===== src/rtl/frog_pkg.sv =====
// Shared grid geometry and lane helpers for the frog game blocks.
package frog_pkg;

  localparam int GRID_COLS    = 20;
  localparam int GRID_ROWS    = 15;
  localparam int NUM_LANES    = 5;
  localparam int NUM_CARS     = 10;
  localparam int LANE_ROW0    = 3;
  localparam int LANE_PITCH   = 2;
  localparam int COL_W        = 5;
  localparam int ROW_W        = 4;
  localparam int CNT_W        = 24;
  localparam int CAR_SPACING  = 10;
  localparam int LANE_X0_STEP = 3;

  typedef logic [COL_W-1:0] col_t;
  typedef logic [ROW_W-1:0] row_t;

  typedef enum logic {
    DIR_RIGHT = 1'b0,
    DIR_LEFT  = 1'b1
  } dir_e;

  // Screen row occupied by a given lane.
  function automatic row_t lane_row(input int lane);
    return row_t'(LANE_ROW0 + LANE_PITCH * lane);
  endfunction

endpackage


===== src/rtl/traffic_controller_lane_mover.sv =====
// One traffic lane: step counter plus the two car columns that share it.
module lane_mover
  import frog_pkg::*;
#(
  parameter int   LANE        = 0,
  parameter dir_e DIR         = DIR_RIGHT,
  parameter int   INIT_X      = 0,
  parameter int   COLS        = 20,
  parameter int   BASE_PERIOD = 6_000_000,
  parameter int   LANE_SKEW   = 1_500_000
) (
  input  logic       clk,
  input  logic       reset,
  input  logic       run,
  input  logic [1:0] level,
  output col_t       x_a,
  output col_t       x_b
);

  localparam int unsigned LANE_BASE = BASE_PERIOD + LANE * LANE_SKEW;
  localparam col_t        X_MAX     = col_t'(COLS - 1);
  localparam col_t        INIT_A    = col_t'(INIT_X % COLS);
  localparam col_t        INIT_B    = col_t'((INIT_X + CAR_SPACING) % COLS);

  logic [CNT_W-1:0] cnt_q, cnt_d;
  col_t             xa_q, xa_d, xb_q, xb_d;
  logic [31:0]      period;
  logic [31:0]      last_cnt;
  logic             terminal;

  // Advance one column in the lane's direction, wrapping at the grid edges.
  function automatic col_t wrap_step(input col_t x);
    if (DIR == DIR_RIGHT) return (x == X_MAX) ? '0 : x + col_t'(1);
    else                  return (x == '0) ? X_MAX : x - col_t'(1);
  endfunction

  // Period shrinks with level; >= lets a shortened period fire immediately.
  always_comb begin
    period   = 32'(LANE_BASE) >> level;
    last_cnt = (period == '0) ? '0 : period - 32'd1;
    terminal = ({{(32-CNT_W){1'b0}}, cnt_q} >= last_cnt);
    cnt_d    = cnt_q;
    xa_d     = xa_q;
    xb_d     = xb_q;
    if (run) begin
      if (terminal) begin
        cnt_d = '0;
        xa_d  = wrap_step(xa_q);
        xb_d  = wrap_step(xb_q);
      end else begin
        cnt_d = cnt_q + CNT_W'(1);
      end
    end
  end

  // Counter and car column registers.
  always_ff @(posedge clk) begin
    if (reset) begin
      cnt_q <= '0;
      xa_q  <= INIT_A;
      xb_q  <= INIT_B;
    end else begin
      cnt_q <= cnt_d;
      xa_q  <= xa_d;
      xb_q  <= xb_d;
    end
  end

  assign x_a = xa_q;
  assign x_b = xb_q;

endmodule


===== src/rtl/traffic_controller.sv =====
// Car position generator: five lanes of two cars plus difficulty level tracking.
module traffic_controller
  import frog_pkg::*;
#(
  parameter int GRID_COLS   = 20,
  parameter int BASE_PERIOD = 6_000_000,
  parameter int LANE_SKEW   = 1_500_000,
  parameter int MAX_LEVEL   = 3
) (
  input  logic       clk,
  input  logic       reset,
  input  logic       run,
  input  logic       frog_at_top,
  input  logic       collision_detected,
  output logic [4:0] car1_x,
  output logic [4:0] car2_x,
  output logic [4:0] car3_x,
  output logic [4:0] car4_x,
  output logic [4:0] car5_x,
  output logic [4:0] car6_x,
  output logic [4:0] car7_x,
  output logic [4:0] car8_x,
  output logic [4:0] car9_x,
  output logic [4:0] car10_x,
  output logic [3:0] car1_y,
  output logic [3:0] car2_y,
  output logic [3:0] car3_y,
  output logic [3:0] car4_y,
  output logic [3:0] car5_y,
  output logic [3:0] car6_y,
  output logic [3:0] car7_y,
  output logic [3:0] car8_y,
  output logic [3:0] car9_y,
  output logic [3:0] car10_y,
  output logic [1:0] level,
  output logic       level_up
);

  localparam logic [1:0] MAX_LVL = 2'(MAX_LEVEL);

  col_t       lane_xa [NUM_LANES];
  col_t       lane_xb [NUM_LANES];

  logic       top_q, top_d;
  logic       coll_q, coll_d;
  logic [1:0] level_q, level_d;
  logic       level_up_q, level_up_d;
  logic       top_rise, coll_rise;

  for (genvar l = 0; l < NUM_LANES; l++) begin : g_lane
    lane_mover #(
      .LANE        (l),
      .DIR         ((l % 2 == 0) ? DIR_RIGHT : DIR_LEFT),
      .INIT_X      (LANE_X0_STEP * l),
      .COLS        (GRID_COLS),
      .BASE_PERIOD (BASE_PERIOD),
      .LANE_SKEW   (LANE_SKEW)
    ) u_lane (
      .clk   (clk),
      .reset (reset),
      .run   (run),
      .level (level_q),
      .x_a   (lane_xa[l]),
      .x_b   (lane_xb[l])
    );
  end

  // Level update: collision edge clears, top edge climbs with saturation.
  always_comb begin
    top_d      = frog_at_top;
    coll_d     = collision_detected;
    top_rise   = frog_at_top & ~top_q;
    coll_rise  = collision_detected & ~coll_q;
    level_d    = level_q;
    level_up_d = 1'b0;
    if (coll_rise) begin
      level_d = '0;
    end else if (top_rise && (level_q < MAX_LVL)) begin
      level_d    = level_q + 2'd1;
      level_up_d = 1'b1;
    end
  end

  // Edge-detect history and level state.
  always_ff @(posedge clk) begin
    if (reset) begin
      top_q      <= 1'b0;
      coll_q     <= 1'b0;
      level_q    <= '0;
      level_up_q <= 1'b0;
    end else begin
      top_q      <= top_d;
      coll_q     <= coll_d;
      level_q    <= level_d;
      level_up_q <= level_up_d;
    end
  end

  assign level    = level_q;
  assign level_up = level_up_q;

  assign car1_x  = lane_xa[0];
  assign car2_x  = lane_xb[0];
  assign car3_x  = lane_xa[1];
  assign car4_x  = lane_xb[1];
  assign car5_x  = lane_xa[2];
  assign car6_x  = lane_xb[2];
  assign car7_x  = lane_xa[3];
  assign car8_x  = lane_xb[3];
  assign car9_x  = lane_xa[4];
  assign car10_x = lane_xb[4];

  assign car1_y  = lane_row(0);
  assign car2_y  = lane_row(0);
  assign car3_y  = lane_row(1);
  assign car4_y  = lane_row(1);
  assign car5_y  = lane_row(2);
  assign car6_y  = lane_row(2);
  assign car7_y  = lane_row(3);
  assign car8_y  = lane_row(3);
  assign car9_y  = lane_row(4);
  assign car10_y = lane_row(4);

endmodule


===== config.mk =====
export PLATFORM = sky130hd
export DESIGN_NAME = traffic_controller
export DESIGN_NICKNAME = d
export VERILOG_FILES = /design/src/rtl/frog_pkg.sv /design/src/rtl/traffic_controller_lane_mover.sv /design/src/rtl/traffic_controller.sv
export SDC_FILE = /design/constraint.sdc
export NUM_CORES = 1
export LEC_CHECK = 0
export CAP_MARGIN = 20
export CORE_ASPECT_RATIO = 1.75
export CORE_MARGIN = 2
export CORE_UTILIZATION = 30
export CTS_CLUSTER_DIAMETER = 200
export DETAILED_ROUTE_END_ITERATION = 10
export MAX_ROUTING_LAYER = met4
export PLACE_DENSITY = 0.5
export RECOVER_POWER = 25
export SYNTH_ARGS = -nofsm -noshare
export SYNTH_HDL_FRONTEND = slang
export SYNTH_HIERARCHICAL = 1
export SYNTH_SLANG_ARGS = --single-unit
export TNS_END_PERCENT = 30

===== constraint.sdc =====
create_clock -name clk -period 9.68 [get_ports clk]
set_input_delay 2.904 -clock clk [delete_from_list [all_inputs] [get_ports clk]]
set_output_delay 2.904 -clock clk [all_outputs]
set_load 0.05 [all_outputs]

==> impl_metrics.yaml <==
sta:
  whs_ns: 0.501
  max_freq_ghz: 0.151
  rsz0062_at_grt: "false"
  drv_slew: 109
  worst_pin_slew_ns: 2.65
  finalClockSkew_ns: 0.0113
  fin_setup_tns_ns: 0
  setup_ws_ns: 3.07
  fin_crit_ns: 6.61
  setup_viol: 0
  fin_crit_sh_pct: 68.3
  hold_violations: 0
  slew_headroom_pct: -76.4
global_routing:
  antenna_found_initial: 0
  grt_pass1_wl_um: 46200
  overflow: 0
  grt_usage_pct: 14.3
  grt_pass1_vias: 9223
  grt_max_degree: 56
logic_synthesis:
  synth_most_common_cell: "dfxtp_1"
  synth_area_leaders: "dfxtp_1 29%, ha_1 18%, nor2_1 5.5%, xor2_1 5.2%, a21oi_1 3.2%"
  netlist_instances: 1383
  synth-edff-count: 0
  ys_ff_latch: 175
  synth_common_cells: "175 x dfxtp_1, 174 x nor2_1, 172 x ha_1"
  synth_cell_types: 83
  yosys_warnings: 6
  synth_top_area_share_pct: 29.5
  synth_area_leader_cell: "dfxtp_1"
  synth_ff_type: "dfxtp_1"
  avgSynthCellArea_um2: 8.59
  synthArstFlopShare_pct: 0
  synth-seq-area-share_pct: 29.5
  netlist_area_um2: 11900
critical_path:
  cp_max_fo: 52
  cp-start-kind: "input pin"
  r2r_slack_ns: 5.30
  critical_path.endpoint_type: "register"
  critPathRequiredTime_ns: 9.98
  critPathSlowestCell: "clkbuf_1"
  crit_type: "in2reg"
  cp.arrival_ns: 6.91
  crit_family: "buffers and inverters"
  cp_cell_sequence: "buf_2 > clkbuf_1 > inv_1 > o21ai_2 > nor2_1"
  critical_path_buf_inv_count: 3
  critPathMaxStageDelay_ns: 1.80
power:
  power.switching_w: 0.000443
  combPwrFrac_pct: 9.5
  peakVddDrop_mv: 0.0838
  power_frac_clock_pct: 45.6
  p_per_area_nw_per_um2: 123
  p_int_w: 0.00119
  sequentialPowerShare_pct: 44.9
  p_leak_nw: 5.53
  sw_frac_of_total_pct: 27.1
route:
  wl_per_cell_um: 14.5
  drt_wl_total_um: 28100
  drc: 0
  firstDrtPassIters: 4
  antenna_left: 0
  viasPerCell: 4.93
  vias: 9536
  drt-initial-drc-count: 333
clock_tree:
  insertion_delay_ns: 0.45
  cts_tree: "done"
  cts_buffer_depth: 2
  clk_pin_slew_ns: 0.07
  cts_setup_buffers: 0
  root_buffer: "clkbuf_16"
  h-tree-depth: 4
  cts_inserted_buffers: 17
  cts-resized-gates: 0
  cts_hold_buf: 0
  clock-sinks: 175
floorplanning:
  core-area_um2: 39200
  die_area_um2: 41300
  fp.dieH_um: 267
  initial_utilization_pct: 30.3
  die_w_um: 154
  fp-row-count: 96
  pin_count: 98
placed_design:
  pre_cts_slack_ns: 4.47
  port_buffers: 57
  globalplace.congestion: 0.775
  hpwl_um: 21000
finish:
  fill_cells: 4110
  layout-drive-gt1-share_pct: 5.26
  antenna_cells: 0
  fin_nets: 1609
  area_delta_synth_final_pct: 12.3
status:
  status: "complete, but fails checks"
  violations: "max-capacitance violations, max-slew violations"
job:
  drv_cap: 2
min_path:
  min_path_type: "reg2reg"
## flip-flops by register name, summed over array words and instances, names as in the netlist
register             flops
g_lane.u_lane/cnt_q    120
g_lane.u_lane/x_a       25
g_lane.u_lane/x_b       25
level                    2
coll_q                   1
level_up                 1
top_q                    1
## cells in the final DEF (no fill, tap or decap), types with 5 or more instances in the layout
master | synthesis | routed
a211oi_1 | 7 | 7
a21o_1 | 5 | 5
a21oi_1 | 76 | 76
a31oi_1 | 8 | 9
and2_1 | 7 | 6
and3_1 | 22 | 22
and4_1 | 8 | 8
clkbuf_16 | 0 | 17
clkdlybuf4s50_1 | 0 | 55
conb_1 | 8 | 52
dfxtp_1 | 175 | 174
ha_1 | 172 | 172
inv_1 | 76 | 76
mux2i_1 | 15 | 15
nand2_1 | 100 | 100
nand2b_1 | 14 | 14
nand3_1 | 54 | 54
nand3b_1 | 9 | 9
nand4_1 | 39 | 39
nand4b_1 | 8 | 8
nor2_1 | 174 | 174
nor2b_1 | 19 | 19
nor3_1 | 18 | 20
nor4_1 | 6 | 6
o211ai_1 | 12 | 14
o21ai_0 | 39 | 40
o31ai_1 | 6 | 6
or3_1 | 10 | 10
or4_1 | 8 | 8
xnor2_1 | 41 | 41
xor2_1 | 70 | 70
## per-stage QoR
stage / utilization [%] / total power [W] / instance area [um^2] / std cells
finish: 34.1 / 0.00164 / 13300 / 1934
CTS: 34.2 / 0.00167 / 13400 / 1934
detailed placement: 32.6 / 0.000908 / 12800 / 1903
global placement: 32.6 / 0.000905 / 12800 / 1903
floorplan: - / 0.000886 / 12000 / 1427
global route: 34.1 / 0.00171 / 13300 / 1934
## per-layer routing
layer	share of wire (%)	routed length (um)	GRT usage, %	vias up
met5	0	0	-	-
met4	1.7	484	4.98	0
met3	2.2	618	2.28	27
met2	55	15600	27.6	118
met1	41	11400	14.3	4516
li1	-	-	-	4875
## cells by family after synthesis
kind of cell | Yosys count | synth area share (%)
compound gates | 218 | 12.6
fa+ha+maj | 172 | 18.1
flops | 175 | 29.5
mux | 17 | 1.49
xor+xnor | 111 | 8.19
simple gates | 530 | 23.2
buf+inv | 152 | 6.66
other cells | 8 | 0.253
## worst paths after layout
| kind | from | to | depth (start not counted) |
|---|---|---|---|
| min | g_lane[0].u_lane/cnt_q[1]$_SDFFE_PP0P_ | g_lane[0].u_lane/cnt_q[1]$_SDFFE_PP0P_ | 2 |
| max | run | g_lane[0].u_lane/cnt_q[6]$_SDFFE_PP0P_ | 5 |
| min reg2reg | g_lane[0].u_lane/cnt_q[1]$_SDFFE_PP0P_ | g_lane[0].u_lane/cnt_q[1]$_SDFFE_PP0P_ | 2 |
| max reg2reg | level[0]$_SDFFE_PP0P_ | g_lane[2].u_lane/cnt_q[16]$_SDFFE_PP0P_ | 13 |
## final cells by class
cell class | instances | area (um^2) | share of cell area, %
Tap cell | 490 | 613 | 4.60
Clock buffer | 19 | 453 | 3.40
Clock inverter | 12 | 171 | 1.29
Sequential cell | 175 | 3500 | 26.3
Multi-Input combinational cell | 1100 | 7720 | 57.9
Inverter | 76 | 285 | 2.14
Timing Repair Buffer | 62 | 589 | 4.42
## power by group through the flow
stage	logic, W	registers, W	clock network (W)
6_report	0.000155	0.000735	0.000745
3_5_place_dp	0.000157	0.000752	0
4_1_cts	0.000157	0.000735	0.000773
3_3_place_gp	0.000154	0.000751	0
2_1_floorplan	0.000126	0.000760	0
5_1_grt	0.000172	0.000736	0.000798
## worst min-delay path, stage by stage, from the launching register on
cell,delay (ns)
dfxtp_1,0.34
nand2_1,0.07
a21oi_1,0.05
No activity file was read; power rests on OpenSTA's default activity.
